[src/rtl/adc_ro_pkg.sv]
// Shared types and header layout for the multi-channel ADC readout block.
package adc_ro_pkg;

  typedef enum logic [1:0] {S_IDLE, S_CAPTURE, S_HEADER, S_DATA} state_e;

  localparam logic [3:0] HDR_MAGIC     = 4'hA;
  localparam int         FIELD_W       = 16;
  localparam int         HDR_MAGIC_LSB = 28;
  localparam int         HDR_RSVD_LSB  = 24;
  localparam int         HDR_HIT_LSB   = 16;
  localparam int         HDR_EVT_LSB   = 0;
  localparam int         HIT_EXT_BIT   = 7;

  // Width of a sample-pair index; never below one bit so WIN_LEN=2 still has a port.
  function automatic int pair_w(input int win);
    return (win > 2) ? $clog2(win / 2) : 1;
  endfunction

  function automatic logic [31:0] pack_header(input logic [7:0] hit, input logic [FIELD_W-1:0] evt);
    logic [31:0] w;
    w = '0;
    w[HDR_MAGIC_LSB +: 4]      = HDR_MAGIC;
    w[HDR_HIT_LSB +: 8]        = hit;
    w[HDR_EVT_LSB +: FIELD_W]  = evt;
    return w;
  endfunction

endpackage

[src/rtl/adc_ro_chbuf.sv]
// Per-channel window buffer: one write port, asynchronous read of an even/odd sample pair.
module adc_ro_chbuf
  import adc_ro_pkg::*;
#(
  parameter int ADC_W   = 14,
  parameter int WIN_LEN = 16
) (
  input  logic                            clk_i,
  input  logic                            we_i,
  input  logic [$clog2(WIN_LEN)-1:0]      waddr_i,
  input  logic [ADC_W-1:0]                wdata_i,
  input  logic [pair_w(WIN_LEN)-1:0]      raddr_i,
  output logic [2*ADC_W-1:0]              rdata_o
);

  localparam int AW = $clog2(WIN_LEN);

  logic [ADC_W-1:0] mem [WIN_LEN];
  logic [AW-1:0]    ra_lo, ra_hi;

  always_ff @(posedge clk_i) begin
    if (we_i) mem[waddr_i] <= wdata_i;
  end

  assign ra_lo   = AW'({raddr_i, 1'b0});
  assign ra_hi   = AW'({raddr_i, 1'b1});
  assign rdata_o = {mem[ra_hi], mem[ra_lo]};

endmodule

[src/rtl/adc_multi_ro.sv]
// Triggered multi-channel ADC window capture with Avalon-style header+data word stream.
module adc_multi_ro
  import adc_ro_pkg::*;
#(
  parameter int NCH     = 2,
  parameter int ADC_W   = 14,
  parameter int WIN_LEN = 16
) (
  input  logic                   clk_clk,
  input  logic                   reset_reset_n,
  input  logic [NCH*ADC_W-1:0]   adc_data,
  input  logic                   adc_valid,
  input  logic                   enable,
  input  logic [ADC_W-1:0]       thresh,
  input  logic [NCH-1:0]         trg_mask,
  input  logic                   ext_trg,
  output logic [31:0]            out_writedata,
  output logic                   out_write,
  input  logic                   out_waitrequest,
  output logic                   busy,
  output logic [15:0]            evt_count,
  output logic [15:0]            drop_count
);

  localparam int AW    = $clog2(WIN_LEN);
  localparam int PW    = pair_w(WIN_LEN);
  localparam int NPAIR = WIN_LEN / 2;
  localparam int CW    = (NCH > 1) ? $clog2(NCH) : 1;

  state_e                       state_q, state_d;
  logic [AW-1:0]                wcnt_q, wcnt_d;
  logic [CW-1:0]                ch_q, ch_d, rd_ch;
  logic [PW-1:0]                pr_q, pr_d, rd_pr;
  logic [7:0]                   hit_q, hit_d;
  logic                         wr_q, wr_d;
  logic [31:0]                  wd_q, wd_d;
  logic [15:0]                  evt_q, evt_d;
  logic [15:0]                  drop_q, drop_d;

  logic [NCH-1:0]               ch_hit;
  logic                         trig, accept, last_pair, last_word, buf_we;
  logic [AW-1:0]                buf_waddr;
  logic [NCH-1:0][2*ADC_W-1:0]  rdata;
  logic [2*ADC_W-1:0]           sel;
  logic [FIELD_W-1:0]           lo16, hi16;
  logic [31:0]                  data_word;

  for (genvar c = 0; c < NCH; c++) begin : g_ch
    assign ch_hit[c] = trg_mask[c] & (adc_data[c*ADC_W +: ADC_W] > thresh);

    adc_ro_chbuf #(.ADC_W(ADC_W), .WIN_LEN(WIN_LEN)) u_buf (
      .clk_i   (clk_clk),
      .we_i    (buf_we),
      .waddr_i (buf_waddr),
      .wdata_i (adc_data[c*ADC_W +: ADC_W]),
      .raddr_i (rd_pr),
      .rdata_o (rdata[c])
    );
  end

  assign trig      = adc_valid & (ext_trg | (|ch_hit));
  assign accept    = wr_q & ~out_waitrequest;
  assign last_pair = (pr_q == PW'(NPAIR - 1));
  assign last_word = last_pair && (ch_q == CW'(NCH - 1));
  assign buf_we    = (state_q == S_IDLE) ? (enable & trig) : ((state_q == S_CAPTURE) & adc_valid);
  assign buf_waddr = (state_q == S_IDLE) ? '0 : wcnt_q;

  // Address of the word to present after the current one is accepted.
  always_comb begin
    rd_ch = ch_q;
    rd_pr = pr_q + 1'b1;
    if (state_q != S_DATA) begin
      rd_ch = '0;
      rd_pr = '0;
    end else if (last_pair) begin
      rd_ch = ch_q + 1'b1;
      rd_pr = '0;
    end
  end

  always_comb begin
    sel  = rdata[rd_ch];
    lo16 = '0;
    hi16 = '0;
    lo16[ADC_W-1:0] = sel[ADC_W-1:0];
    hi16[ADC_W-1:0] = sel[2*ADC_W-1:ADC_W];
    data_word = {hi16, lo16};
  end

  always_comb begin
    state_d = state_q;
    wcnt_d  = wcnt_q;
    ch_d    = ch_q;
    pr_d    = pr_q;
    hit_d   = hit_q;
    wr_d    = wr_q;
    wd_d    = wd_q;
    evt_d   = evt_q;
    drop_d  = drop_q;
    if ((state_q != S_IDLE) && trig && (drop_q != 16'hFFFF)) drop_d = drop_q + 16'd1;
    unique case (state_q)
      S_IDLE: if (enable && trig) begin
        hit_d              = '0;
        hit_d[NCH-1:0]     = ch_hit;
        hit_d[HIT_EXT_BIT] = ext_trg;
        wcnt_d             = AW'(1);
        state_d            = S_CAPTURE;
      end
      S_CAPTURE: if (adc_valid) begin
        wcnt_d = wcnt_q + 1'b1;
        if (wcnt_q == AW'(WIN_LEN - 1)) begin
          // evt_q cannot move between trigger and here, so it is the count at trigger.
          state_d = S_HEADER;
          wr_d    = 1'b1;
          wd_d    = pack_header(hit_q, evt_q);
        end
      end
      S_HEADER: if (accept) begin
        evt_d   = evt_q + 16'd1;
        ch_d    = rd_ch;
        pr_d    = rd_pr;
        wd_d    = data_word;
        state_d = S_DATA;
      end
      S_DATA: if (accept) begin
        if (last_word) begin
          wr_d    = 1'b0;
          wd_d    = '0;
          state_d = S_IDLE;
        end else begin
          ch_d = rd_ch;
          pr_d = rd_pr;
          wd_d = data_word;
        end
      end
      default: state_d = S_IDLE;
    endcase
  end

  always_ff @(posedge clk_clk or negedge reset_reset_n) begin
    if (!reset_reset_n) begin
      state_q <= S_IDLE;
      wcnt_q  <= '0;
      ch_q    <= '0;
      pr_q    <= '0;
      hit_q   <= '0;
      wr_q    <= 1'b0;
      wd_q    <= '0;
      evt_q   <= '0;
      drop_q  <= '0;
    end else begin
      state_q <= state_d;
      wcnt_q  <= wcnt_d;
      ch_q    <= ch_d;
      pr_q    <= pr_d;
      hit_q   <= hit_d;
      wr_q    <= wr_d;
      wd_q    <= wd_d;
      evt_q   <= evt_d;
      drop_q  <= drop_d;
    end
  end

  assign out_write     = wr_q;
  assign out_writedata = wd_q;
  assign busy          = (state_q != S_IDLE);
  assign evt_count     = evt_q;
  assign drop_count    = drop_q;

endmodule

[config.mk]
export PLATFORM = sky130hd
export DESIGN_NAME = adc_multi_ro
export DESIGN_NICKNAME = d
export VERILOG_FILES = /design/src/rtl/adc_ro_pkg.sv /design/src/rtl/adc_ro_chbuf.sv /design/src/rtl/adc_multi_ro.sv
export SDC_FILE = /design/constraint.sdc
export NUM_CORES = 1
export LEC_CHECK = 0
export ABC_AREA = 1
export CAP_MARGIN = 20
export CORE_MARGIN = 1.5
export CORE_UTILIZATION = 48
export CTS_BUF_LIST = sky130_fd_sc_hd__clkbuf_8 sky130_fd_sc_hd__clkbuf_16
export DETAILED_ROUTE_END_ITERATION = 8
export PLACE_DENSITY_LB_ADDON = 0.08
export SYNTH_ARGS = -nofsm -noshare
export SYNTH_HDL_FRONTEND = slang
export SYNTH_SLANG_ARGS = --single-unit
[constraint.sdc]
create_clock -name clk_clk -period 3.8 [get_ports clk_clk]
set_input_delay 0.76 -clock clk_clk [delete_from_list [all_inputs] [get_ports clk_clk]]
set_output_delay 0.76 -clock clk_clk [all_outputs]
set_load 0.05 [all_outputs]
==> flow_metrics.py <==
metrics = {
    "run_status": {
        "status": "completed",
    },
    "critical_path": {
        "worstSetupPathType": "reg2out",
        "cp_max_fo": 7,
        "arrival_ns": 2.49,
        "cp_common_cell": "inv_1",
        "critical_path.cell_chain": "inv_1 > ha_1 > inv_1 > clkdlybuf4s50_1",
        "slowest_stage": "clkdlybuf4s50_1",
        "end_kind": "primary output",
        "start_kind": "register",
        "required_ns": 3.04,
        "cp.depth": 4,
        "crit_buf_inv": 3,
        "critPathMaxStageDelay_ns": 0.86,
        "crit_family": "buffers and inverters",
        "rr_worst_depth": 11,
    },
    "power_and_ir_drop": {
        "switching_share_pct": 33.0,
        "power_density_nw_per_um2": 625,
        "combPwrFrac_pct": 26.3,
        "ir_drop_mv": 0.465,
        "p_int_mw": 11.1,
        "p_clk_share_pct": 31.5,
        "power_mw": 16.6,
        "p_seq_share_pct": 42.1,
        "switchingPower_mw": 5.48,
        "p_leak_nw": 10.2,
    },
    "final_layout": {
        "layout_commonest_cell": "nand2_1",
        "n_fill_cell": 3790,
        "regArea_sq_um": 15400,
        "drive_gt1_share_pct": 8.85,
        "syn_to_final_growth_pct": 19.7,
        "fin_nets": 2234,
        "diodes": 0,
        "multi_input_area_sq_um": 6170,
        "layout_common_cells": "nand2_1 (637), nand3_1 (459), edfxtp_1 (448)",
        "fin_cells": 2791,
    },
    "clocking": {
        "clockRootBuffer": "clkbuf_16",
        "cts_tree": "yes",
        "cts_buffers": 55,
        "clockBufferDepth": 3,
        "clock_latency_ns": 0.60,
        "cts_resized": 0,
        "cts.clk_slew.worst_paths_ns": 0.06,
        "clock_sinks": 525,
        "post-cts-setup-buffer-count": 0,
        "h-tree-depth": 2,
        "hold_buffers": 0,
    },
    "sta": {
        "period_share_pct": 85.7,
        "fin_skew_ns": 0.0220,
        "setup-tns-final_ns": 0,
        "max_slew.worst_pin.slew_ns": 0.976,
        "drv_slew": 0,
        "fin_ws_ns": 0.545,
        "rsz0062_at_grt": "false",
        "relSlewSlack_pct": 34.8,
        "hold_viol": 0,
        "min_period_ns": 3.25,
        "setup_violations": 0,
        "timing.fmax_ghz": 0.307,
    },
    "synth": {
        "synth_area_per_cell_sq_um": 11.1,
        "synth_compound_area_share_pct": 1.53,
        "synth_mux_area_share_pct": 0,
        "synthAdderAreaFrac_pct": 2.15,
        "seq_area_frac_synth_pct": 69.4,
        "synth_area_leaders": "edfxtp_1 (61%), nand2_1 (11%), nand3_1 (10%), dfrtp_1 (8.7%), ha_1 (2.1%)",
        "ys_seq_elements": 525,
        "synth_cell_type_count": 31,
        "synth_xor_area_share_pct": 1.07,
        "yosys_warnings": 0,
        "synth-simple-area-share_pct": 22.4,
        "synth.net_count": 2081,
        "mappedNetlistArea_sq_um": 22200,
        "syn_inst": 1993,
        "async_reset_ff_share_pct": 14.7,
        "synth-edff-count": 448,
        "synth_top_family_by_area": "simple AND/OR/NAND/NOR gates",
        "synth_area_leader_cell": "edfxtp_1",
        "synth_flop_cell": "edfxtp_1",
        "yosysTopAreaCellShare_pct": 60.7,
    },
    "die": {
        "dieArea_sq_um": 47400,
        "core_sq_um": 45500,
        "die_y_um": 218,
        "start_util_pct": 48.7,
        "fp.dieW_um": 218,
        "rows": 78,
        "io_pins": 116,
    },
    "route": {
        "drc_errors": 0,
        "drt_wl_total_um": 59800,
        "firstDrtPassIters": 6,
        "detail-route-antenna-nets": 0,
        "first_iter_violations": 1513,
        "wire_per_inst_um": 21.4,
        "routed_via_density": 5.49,
        "vias": 15300,
    },
    "grt": {
        "grt_max_degree": 142,
        "grt_pass1_vias": 14900,
        "grt.overflow.total": 0,
        "antenna_found_initial": 1,
        "track_usage_pct": 25.6,
        "grt_pass1_wl_um": 90300,
    },
    "placement": {
        "hpwl_um": 36700,
        "post-place-ws_ns": 0.0854,
        "place.gp.congestion": 0.846,
        "port_buffers": 114,
        "dp_cells": 2688,
    },
    "worst_hold_path": {
        "hold_class": "in2async",
    },
    "job": {
        "drv_cap": 0,
    },
}
-- path summary, 6_finish.rpt --
check	startpoint	endpoint	slack [ns]
max in group asynchronous	reset_reset_n	out_writedata[21]	3.02
hold reg to reg	out_writedata[31]	out_writedata[31]	0.47
min in group clk_clk	out_writedata[31]	out_writedata[31]	0.47
setup reg to reg	pr_q[0]	out_writedata[10]	0.93
hold / removal	reset_reset_n	drop_count[6]	0.07
setup / recovery	state_q[0]	busy	0.55
-- synth_stat cells, types with 2 or more instances --
cell type and instances:
nand2_1 639, nand3_1 459, edfxtp_1 448, inv_1 83
dfrtp_1 77, clkbuf_1 47, nor2_1 43, buf_2 39
ha_1 38, o21ai_0 21, a21oi_1 20, xor2_1 18
buf_1 15, o211ai_1 9, xnor2_1 9, nor3_1 6
a22oi_1 3, inv_2 3, nand4_1 2, nor2_4 2
o21a_1 2
-- routing by layer --
metal	GRT usage, %	part of all wire [%]	vias to the layer above
met4	9.33	3.1	0
li1	-	-	7222
met5	0	0	-
met1	36.1	44	7495
met2	40.9	47	511
met3	3.46	6.5	104
-- worst register-to-register path: cells and delay by family, from the launching register on --
family	cells	cell delay, ns
buffers and inverters	2	0.72
and+or+nand+nor	6	1.02
adders and majority gates	2	0.46
DFF	1	0.42
AOI/OAI and AO/OA	1	0.12
-- cell type report --
cell class	instances	area share, %
multi-input cells	1279	23.3
clock buffers	66	5.76
flip-flops and latches	525	58.0
inverters	87	1.25
repair buffers	198	8.02
clock inverters	36	0.896
well taps	600	2.83
-- state kept, by name, indices dropped and copies added (netlist names) --
register        flops
g_ch.u_buf.mem    448
out_writedata      31
drop_count         16
evt_count          16
wcnt_q              4
hit_q               3
pr_q                3
state_q             2
ch_q                1
out_write           1
-- metrics by stage --
stage / utilization, % / hold slack (ns) / area, sq um
CTS: 58.3 / 0.0579 / 26500
detailed placement: 54.4 / 0.459 / 24700
global route: 58.3 / 0.0783 / 26500
global placement: 54.4 / 0.455 / 24700
floorplan: - / 0.453 / 22200
finish: 58.3 / 0.0714 / 26500
-- power groups by stage --
stage | sequential, mW | clock [mW] | combinational, mW
after detailed placement | 7.11 | 0 | 4.37
final | 6.99 | 5.23 | 4.37
after floorplan | 7.72 | 0 | 2.11
after global routing | 7.04 | 5.52 | 4.79
after CTS | 6.99 | 5.31 | 4.39
after global placement | 7.09 | 0 | 4.33
-- logic make-up after synthesis --
family,Yosys count
DFF,525
xor gates and xnor gates,27
AOI/OAI and AO/OA,59
buffers and inverters,189
adders and majority gates,38
and+or+nand+nor,1154
other,1
(Power assumes the default switching activity.)
